$ cat src/rtl/seq_det_prog.sv
// seq_det_prog: runtime-programmable serial pattern detector with overlap control and saturating match counter
module seq_det_prog #(
  parameter int MAX_LEN = 8,
  parameter int CNT_W   = 16,
  parameter int MEALY   = 0
) (
  input  logic                         clk,
  input  logic                         rst,
  input  logic                         cfg_load_i,
  input  logic [MAX_LEN-1:0]           cfg_pattern_i,
  input  logic [$clog2(MAX_LEN+1)-1:0] cfg_len_i,
  input  logic                         cfg_overlap_i,
  input  logic                         in_valid_i,
  input  logic                         in_bit_i,
  input  logic                         cnt_clr_i,
  output logic                         match_o,
  output logic [CNT_W-1:0]             match_count_o,
  output logic [1:0]                   det_state_o
);
  localparam int LW = $clog2(MAX_LEN+1);
  typedef enum logic [1:0] {UNCFG = 2'd0, FILL = 2'd1, ARMED = 2'd2} state_t;
  state_t             state_q;
  logic [MAX_LEN-1:0] pattern_q, hist_q, win, mask;
  logic [LW-1:0]      len_q, len_d, fill_q, fill_d;
  logic [LW:0]        fill_inc;
  logic               overlap_q, match_q, accept, fill_ok, hit, restart;
  logic [CNT_W-1:0]   cnt_q;
  always_comb begin
    len_d    = cfg_len_i == '0 ? LW'(1) : cfg_len_i > LW'(MAX_LEN) ? LW'(MAX_LEN) : cfg_len_i;
    win      = {hist_q[MAX_LEN-2:0], in_bit_i};
    mask     = {MAX_LEN{1'b1}} >> (LW'(MAX_LEN) - len_q);
    fill_inc = {1'b0, fill_q} + (LW+1)'(1);
    fill_ok  = fill_inc >= {1'b0, len_q};
    fill_d   = fill_inc > (LW+1)'(MAX_LEN) ? LW'(MAX_LEN) : fill_inc[LW-1:0];
    accept   = in_valid_i & (state_q != UNCFG) & ~cfg_load_i;
    hit      = accept & fill_ok & ~|((win ^ pattern_q) & mask);
    // a non-overlapping hit discards history so the next match needs len fresh bits
    restart  = hit & ~overlap_q;
  end
  always_ff @(posedge clk) begin
    if (rst) begin
      state_q   <= UNCFG;
      pattern_q <= '0;
      len_q     <= LW'(1);
      overlap_q <= 1'b0;
      hist_q    <= '0;
      fill_q    <= '0;
      match_q   <= 1'b0;
      cnt_q     <= '0;
    end else begin
      match_q <= hit;
      cnt_q   <= cnt_clr_i ? '0 : cnt_q + CNT_W'(hit & ~&cnt_q);
      if (cfg_load_i) begin
        pattern_q <= cfg_pattern_i;
        len_q     <= len_d;
        overlap_q <= cfg_overlap_i;
        hist_q    <= '0;
        fill_q    <= '0;
        state_q   <= FILL;
      end else if (accept) begin
        hist_q  <= restart ? '0 : win;
        fill_q  <= restart ? '0 : fill_d;
        state_q <= restart ? FILL : fill_ok ? ARMED : state_q;
      end
    end
  end
  assign match_o       = MEALY != 0 ? hit : match_q;
  assign match_count_o = cnt_q;
  assign det_state_o   = state_q;
endmodule

$ cat config.mk
export PLATFORM = sky130hd
export DESIGN_NAME = seq_det_prog
export DESIGN_NICKNAME = d
export VERILOG_FILES = /design/src/rtl/seq_det_prog.sv
export SDC_FILE = /design/constraint.sdc
export NUM_CORES = 1
export LEC_CHECK = 0
export BUFFER_PORTS_ARGS = -buffer_cell sky130_fd_sc_hd__clkbuf_2
export CAP_MARGIN = 30
export CORE_ASPECT_RATIO = 1.2
export CORE_MARGIN = 4
export CORE_UTILIZATION = 52
export CTS_BUF_LIST = sky130_fd_sc_hd__clkbuf_4
export CTS_CLUSTER_DIAMETER = 50
export DETAILED_ROUTE_END_ITERATION = 12
export PLACE_DENSITY_LB_ADDON = 0.08
export SLEW_MARGIN = 20
export SYNTH_ARGS = -nofsm -noshare
export SYNTH_HDL_FRONTEND = slang
export SYNTH_SLANG_ARGS = --single-unit
$ cat constraint.sdc
create_clock -name clk -period 2.95 [get_ports clk]
set_input_delay 0.4425 -clock clk [delete_from_list [all_inputs] [get_ports clk]]
set_output_delay 0.4425 -clock clk [all_outputs]
set_load 0.005 [all_outputs]
== After elaboration in Yosys (flattened, before gate mapping) ==
Index checks and enable logic that the tools add are counted.
Operators by class
  reduce and logical (&&, ||, !) cells: 13
  bitwise gates (word level): 10
  multiplexer cells: 9
  add/sub/neg operators: 3
  shifts and indexed selects: 1
  magnitude comparators: 3
Operators with widths (count)
  adder 16 x 1 -> 16 bit: 1
  2-to-1 mux 4 bit: 4
  AND reduction 16 bit: 1
  AND 8 bit: 1
  OR reduction 8 bit: 1
  >> shifter 8 x 4 -> 8 bit, first input constant: 1
  bitwise XOR 8 bit: 1
  2-to-1 mux 7 bit: 1
  AND 1 bit: 6
  nonzero test 2 bit: 3
  adder 4 x 1 -> 5 bit, second input constant: 1
  >= comparator 5 x 4 -> 1 bit: 1
  > comparator 5 x 4 -> 1 bit, second input constant: 1
  > comparator 4 bit, second input constant: 1
  zero test 4 bit: 1
  2-to-1 mux 2 bit: 2
  AND reduction 2 bit: 2
  OR reduction 2 bit: 2
  subtractor 4 bit, first input constant: 1
  nonzero test 3 bit: 1
  zero test 1 bit: 2
  2-to-1 mux 1 bit: 2
  inverter 1 bit: 2
Storage, ports and cells
  logic and storage cells: 48
  register bits after elaboration: 43
  output and inout port bits: 19
  input port bits: 19

== Depth between registers and ports, before layout ==
  word-level depth: 10
  depth in mapped cells: 14
  gate-level depth less buffers: 13

== Worst setup path before layout ==
OpenSTA, ideal clock, no wires.
  kind: register -> register
  from: register fill_q[0]
  to: register cnt_q[10] (netlist: match_count_o[10])
  arrival: 2713 ps
  data required time: 2822 ps
  stages on the path, launching flop included: 14
  clock period less this slack: 2841 ps
  buffers on the path: 0
  path slack: 109 ps
  library setup time: 128 ps
  path through: dfxtp_1 -> ha_1 -> xor2_1 -> ha_1 -> a21oi_1 -> o21ai_0 -> a31oi_1 -> nor4_1 -> ha_1 -> ha_1 -> and3_1 -> nand4_1 -> xor2_1 -> nor2_1
Between the ends
  longest elaborated chain between the ends: 6
RTL lines
  start: declaration: line 24  | logic [LW-1:0] len_q, len_d, fill_q, fill_d;
  start signal: assignment: line 62  | fill_q <= restart ? '0 : fill_d;
  adder 4 x 1 -> 5 bit: line 32  | fill_inc = {1'b0, fill_q} + (LW+1)'(1);
  >= comparator 5 x 4 -> 1 bit: line 33  | fill_ok = fill_inc >= {1'b0, len_q};
  AND 1 bit (2 in series): line 36  | hit = accept & fill_ok & ~|((win ^ pattern_q) & mask);
  AND 1 bit: line 52  | cnt_q <= cnt_clr_i ? '0 : cnt_q + CNT_W'(hit & ~&cnt_q);
  adder 16 x 1 -> 16 bit: line 52
  end signal: assignment: line 52
  end: declaration: line 27  | logic [CNT_W-1:0] cnt_q;
No other way between the ends.
A chain may end at the register's enable or synchronous reset.

== Final worst setup path ==
  from: register len_q[0]
  to: register cnt_q[10] (netlist: match_count_o[10])
Between the ends
  longest elaborated chain between the ends: 8
  elaborated cells on any way between the ends: 10
  classes of those cells: add/sub: 2; order compare: 1; shift: 1; bitwise: 4; reduce/logical: 2
RTL lines
  start: declaration: line 24
  start signal: assignment: line 55  | len_q <= len_d;
  subtractor 4 bit: line 31  | mask = {MAX_LEN{1'b1}} >> (LW'(MAX_LEN) - len_q);
  >> shifter 8 x 4 -> 8 bit: line 31
  AND 8 bit: line 36
  OR reduction 8 bit: line 36
  zero test 1 bit: line 36
  AND 1 bit (*): line 36
  AND 1 bit (*): line 52
  adder 16 x 1 -> 16 bit (*): line 52
Mark *: on every way between the ends. The rest lies on a longest branch, timed or not.

==> impl_results.md <==
- Status: finished clean
- Gr usage total: a little under a fifth
- Mapped Cells: 239
- Cell Chain, Critical Path: inv_1, ha_1, xnor2_2, a21oi_1, o41a_1, nor4_2, ha_2, ha_4, and3_2, nand4_1, xor2_1, nor2_1
- Cts-stage hold buffer count: 0
- Setup violators final: 0
- Pins over their slew limit: 0
- Fmax: around 360 MHz
- Cell leakage power: slightly above 1 nW
- Post-synth top flop: dfxtp_1
- N_diodes: 0
- CTS Buffer Depth: 2
- Worst VDD drop: about 0.22 mV
- Placed cell count: about 330
- WL final: 4.41 mm
- Sum Neg Setup Slack: 0 ns
- Row count: 25
- Worst-skew pair later-pin latency: roughly 0.36 ns
- Vias in the first global route: 1625
- Minimum clock period: about 2.8 ns
- Top-count cell post-synth: dfxtp_1
- Area Overhead vs Synth: 17.0%
- WP data required: approximately 3.2 ns
- Die H: between 70 and 80 um
- Critical path launch point type: register
- Global-route wire length before repair: roughly 7.4 mm
- Post-synth ARST share: 0%
- Post-layout instance area: between 2000 and 2500 um^2
- Clock tree sinks: 43
- # nets final: 311
- Area of the die: ~5200 um^2
- Initial antenna violation count: 0
- Worst-path clk slew: ~0.13 ns
- Hold Path Cell Cnt: 3
- Final Hold Vio Count: 0
- Top cells by area, synth: dfxtp_1 (41%), ha_1 (5.9%), nor2_1 (5.7%)
- Final cycle utilization of the critical path: a little over nine tenths
- H-tree Lvls: 2
- Yosys top cell area share: roughly two fifths
- Worst setup EP type: register
- DP HPWL: roughly 3.3 mm
- Tot Pwr: 1.01 mW
- Commonest cells in the netlist: dfxtp_1 (43), nor2_1 (32), nand2_1 (20)
- Core ar.: 3940 um^2
- Final GP Congestion: 0.781
- GR Overflow Total: 0
- Die width: between 60 and 70 um
- DRT Pass-1 Iters: 4
- Mapped Area: 2120 um^2
- Post-synth EDFFs: 0
- Antenna viol nets, final: 0
- RSZ-0062 raised after global routing: false
- Buf+Inv Stages, Crit Path: 1
- Avg Cell Area, Syn: around 9 um^2
- Initial drt markers: approximately 130
- Drc violations: 0
- I/O Pins: 38
- Worst Tran Pin Value: between 0.6 and 0.7 ns
- Top Family by Delay on Critical Path: simple AND/OR/NAND/NOR gates
- PwrDens: 406 nW/um^2
- Synth Warn #: 0
- Count of state elements after synthesis: 43
- WP depth: 12
- Total number of vias: 1756
- Largest net degree at the start of global routing: 20
- Clock root buffer: clkbuf_4
- Initial Util: a little over half
- Post-DR wirelength/cell: around 13 um
- Synth cell types: 41
- Share of cells above drive strength 1: 25.8%
- Worst setup path class: register to register
- PortBufs: 37
- Vias per inst: 5.21
- Post-layout util: a little over three fifths
- Slew HR: 58.7%
- Post-synthesis sequential area ratio: between 40% and 50%
- Fillers: about 370
- CTS tree: done
- CP peak stage delay: roughly 0.45 ns
- Net count after synthesis: 268
- # Max-Cap Violations: 0
- Largest area contributor in the netlist: dfxtp_1
- Final Instance Count excl. Fillers: approximately 340
- CTS Buf Count: 5
- Final Skew: approximately 0.011 ns
- WP data arrival: around 3 ns
- Post-DP Area: roughly 2400 um^2
- Hold Path Class: input port to register
- Highest fanout seen on the critical path: 4
- Reg2reg path depth: 12
- Slowest CP cell: o41a_1
-- state kept, by name, indices dropped and copies added (netlist names) --
name,flops
fill_q,4
hist_q,7
match_o,1
pattern_q,8
match_count_o,16
det_state_o,2
overlap_q,1
len_q,4
-- cell usage in the layout, fill, tap and decap left out, drive strengths merged, types with 2 or more instances in the layout --
cell    synthesis  routed
nand2          20      20
ha             10      10
nor4            3       3
inv            10      10
nand2b          2       2
or2             2       2
dfxtp          43      43
and2            3       3
xor2           13      13
a31oi           3       3
nand3          15      15
nor3            6       6
xnor2          13      13
a21oi           8       8
o21a            3       3
nand4           3       3
buf             3      10
o22ai           3       3
clkbuf          8      43
mux2i          10      10
and4            3       3
o21ai          11      11
nor2           32      32
-- cell families after synthesis --
kind of cell | share of synthesized area (%)
flip-flops | 40.5
AND/OR/NAND/NOR | 22.0
adder cells (fa/ha/maj) | 5.89
XOR/XNOR | 11.1
multiplexers | 4.71
buffers and inverters | 4.06
AO/OA/AOI/OAI | 11.8
-- routing by layer --
layer	global-route usage, %	share of wire, %	up-vias
met5	0	0	-
met1	23.8	44	795
met4	9.35	2.3	0
li1	-	-	914
met2	28.9	49	37
met3	4.43	4.1	10
-- worst paths after layout --
check                           end  slack, ns             start
setup reg to reg  match_count_o[10]       0.17          len_q[0]
hold reg to reg      det_state_o[1]       0.49    det_state_o[1]
hold / removal         pattern_q[7]       0.31  cfg_pattern_i[7]
setup / recovery  match_count_o[10]       0.17          len_q[0]
-- where the power goes --
part	total, mW	internal [mW]	switching, mW
combinational	0.113	0.0513	0.0615
sequential	0.605	0.594	0.0107
clock	0.293	0.101	0.192
-- timing repair --
item | CTS | global route
resized for setup | 0 | 7
buffers inserted | 0 | 1
endpoints found under the setup margin | 0 | 4
-- tightest hold or removal path, cell delays in order --
cell and delay, ns:
clkbuf_2 0.08, mux2i_1 0.05, nor2_1 0.07
-- area by class of cell --
type,count,area (um^2),share of cell area [%]
Multi-Input combinational cell,175,1200,48.3
Inverter,10,37.5,1.51
Sequential cell,43,862,34.7
Timing Repair Buffer,47,260,10.5
Clock inverter,2,12.5,0.503
Tap cell,54,67.6,2.72
Clock buffer,6,45.0,1.81
-- stage by stage --
step                      hold slack (ns)  setup slack (ns)
after floorplan                     0.446             0.109
after global placement              0.467             0.110
after detailed placement            0.475            0.0142
after CTS                           0.301            0.0109
after global routing                0.304           0.00363
final                               0.309             0.174
Note: power is estimated with default switching activity, not from simulation.
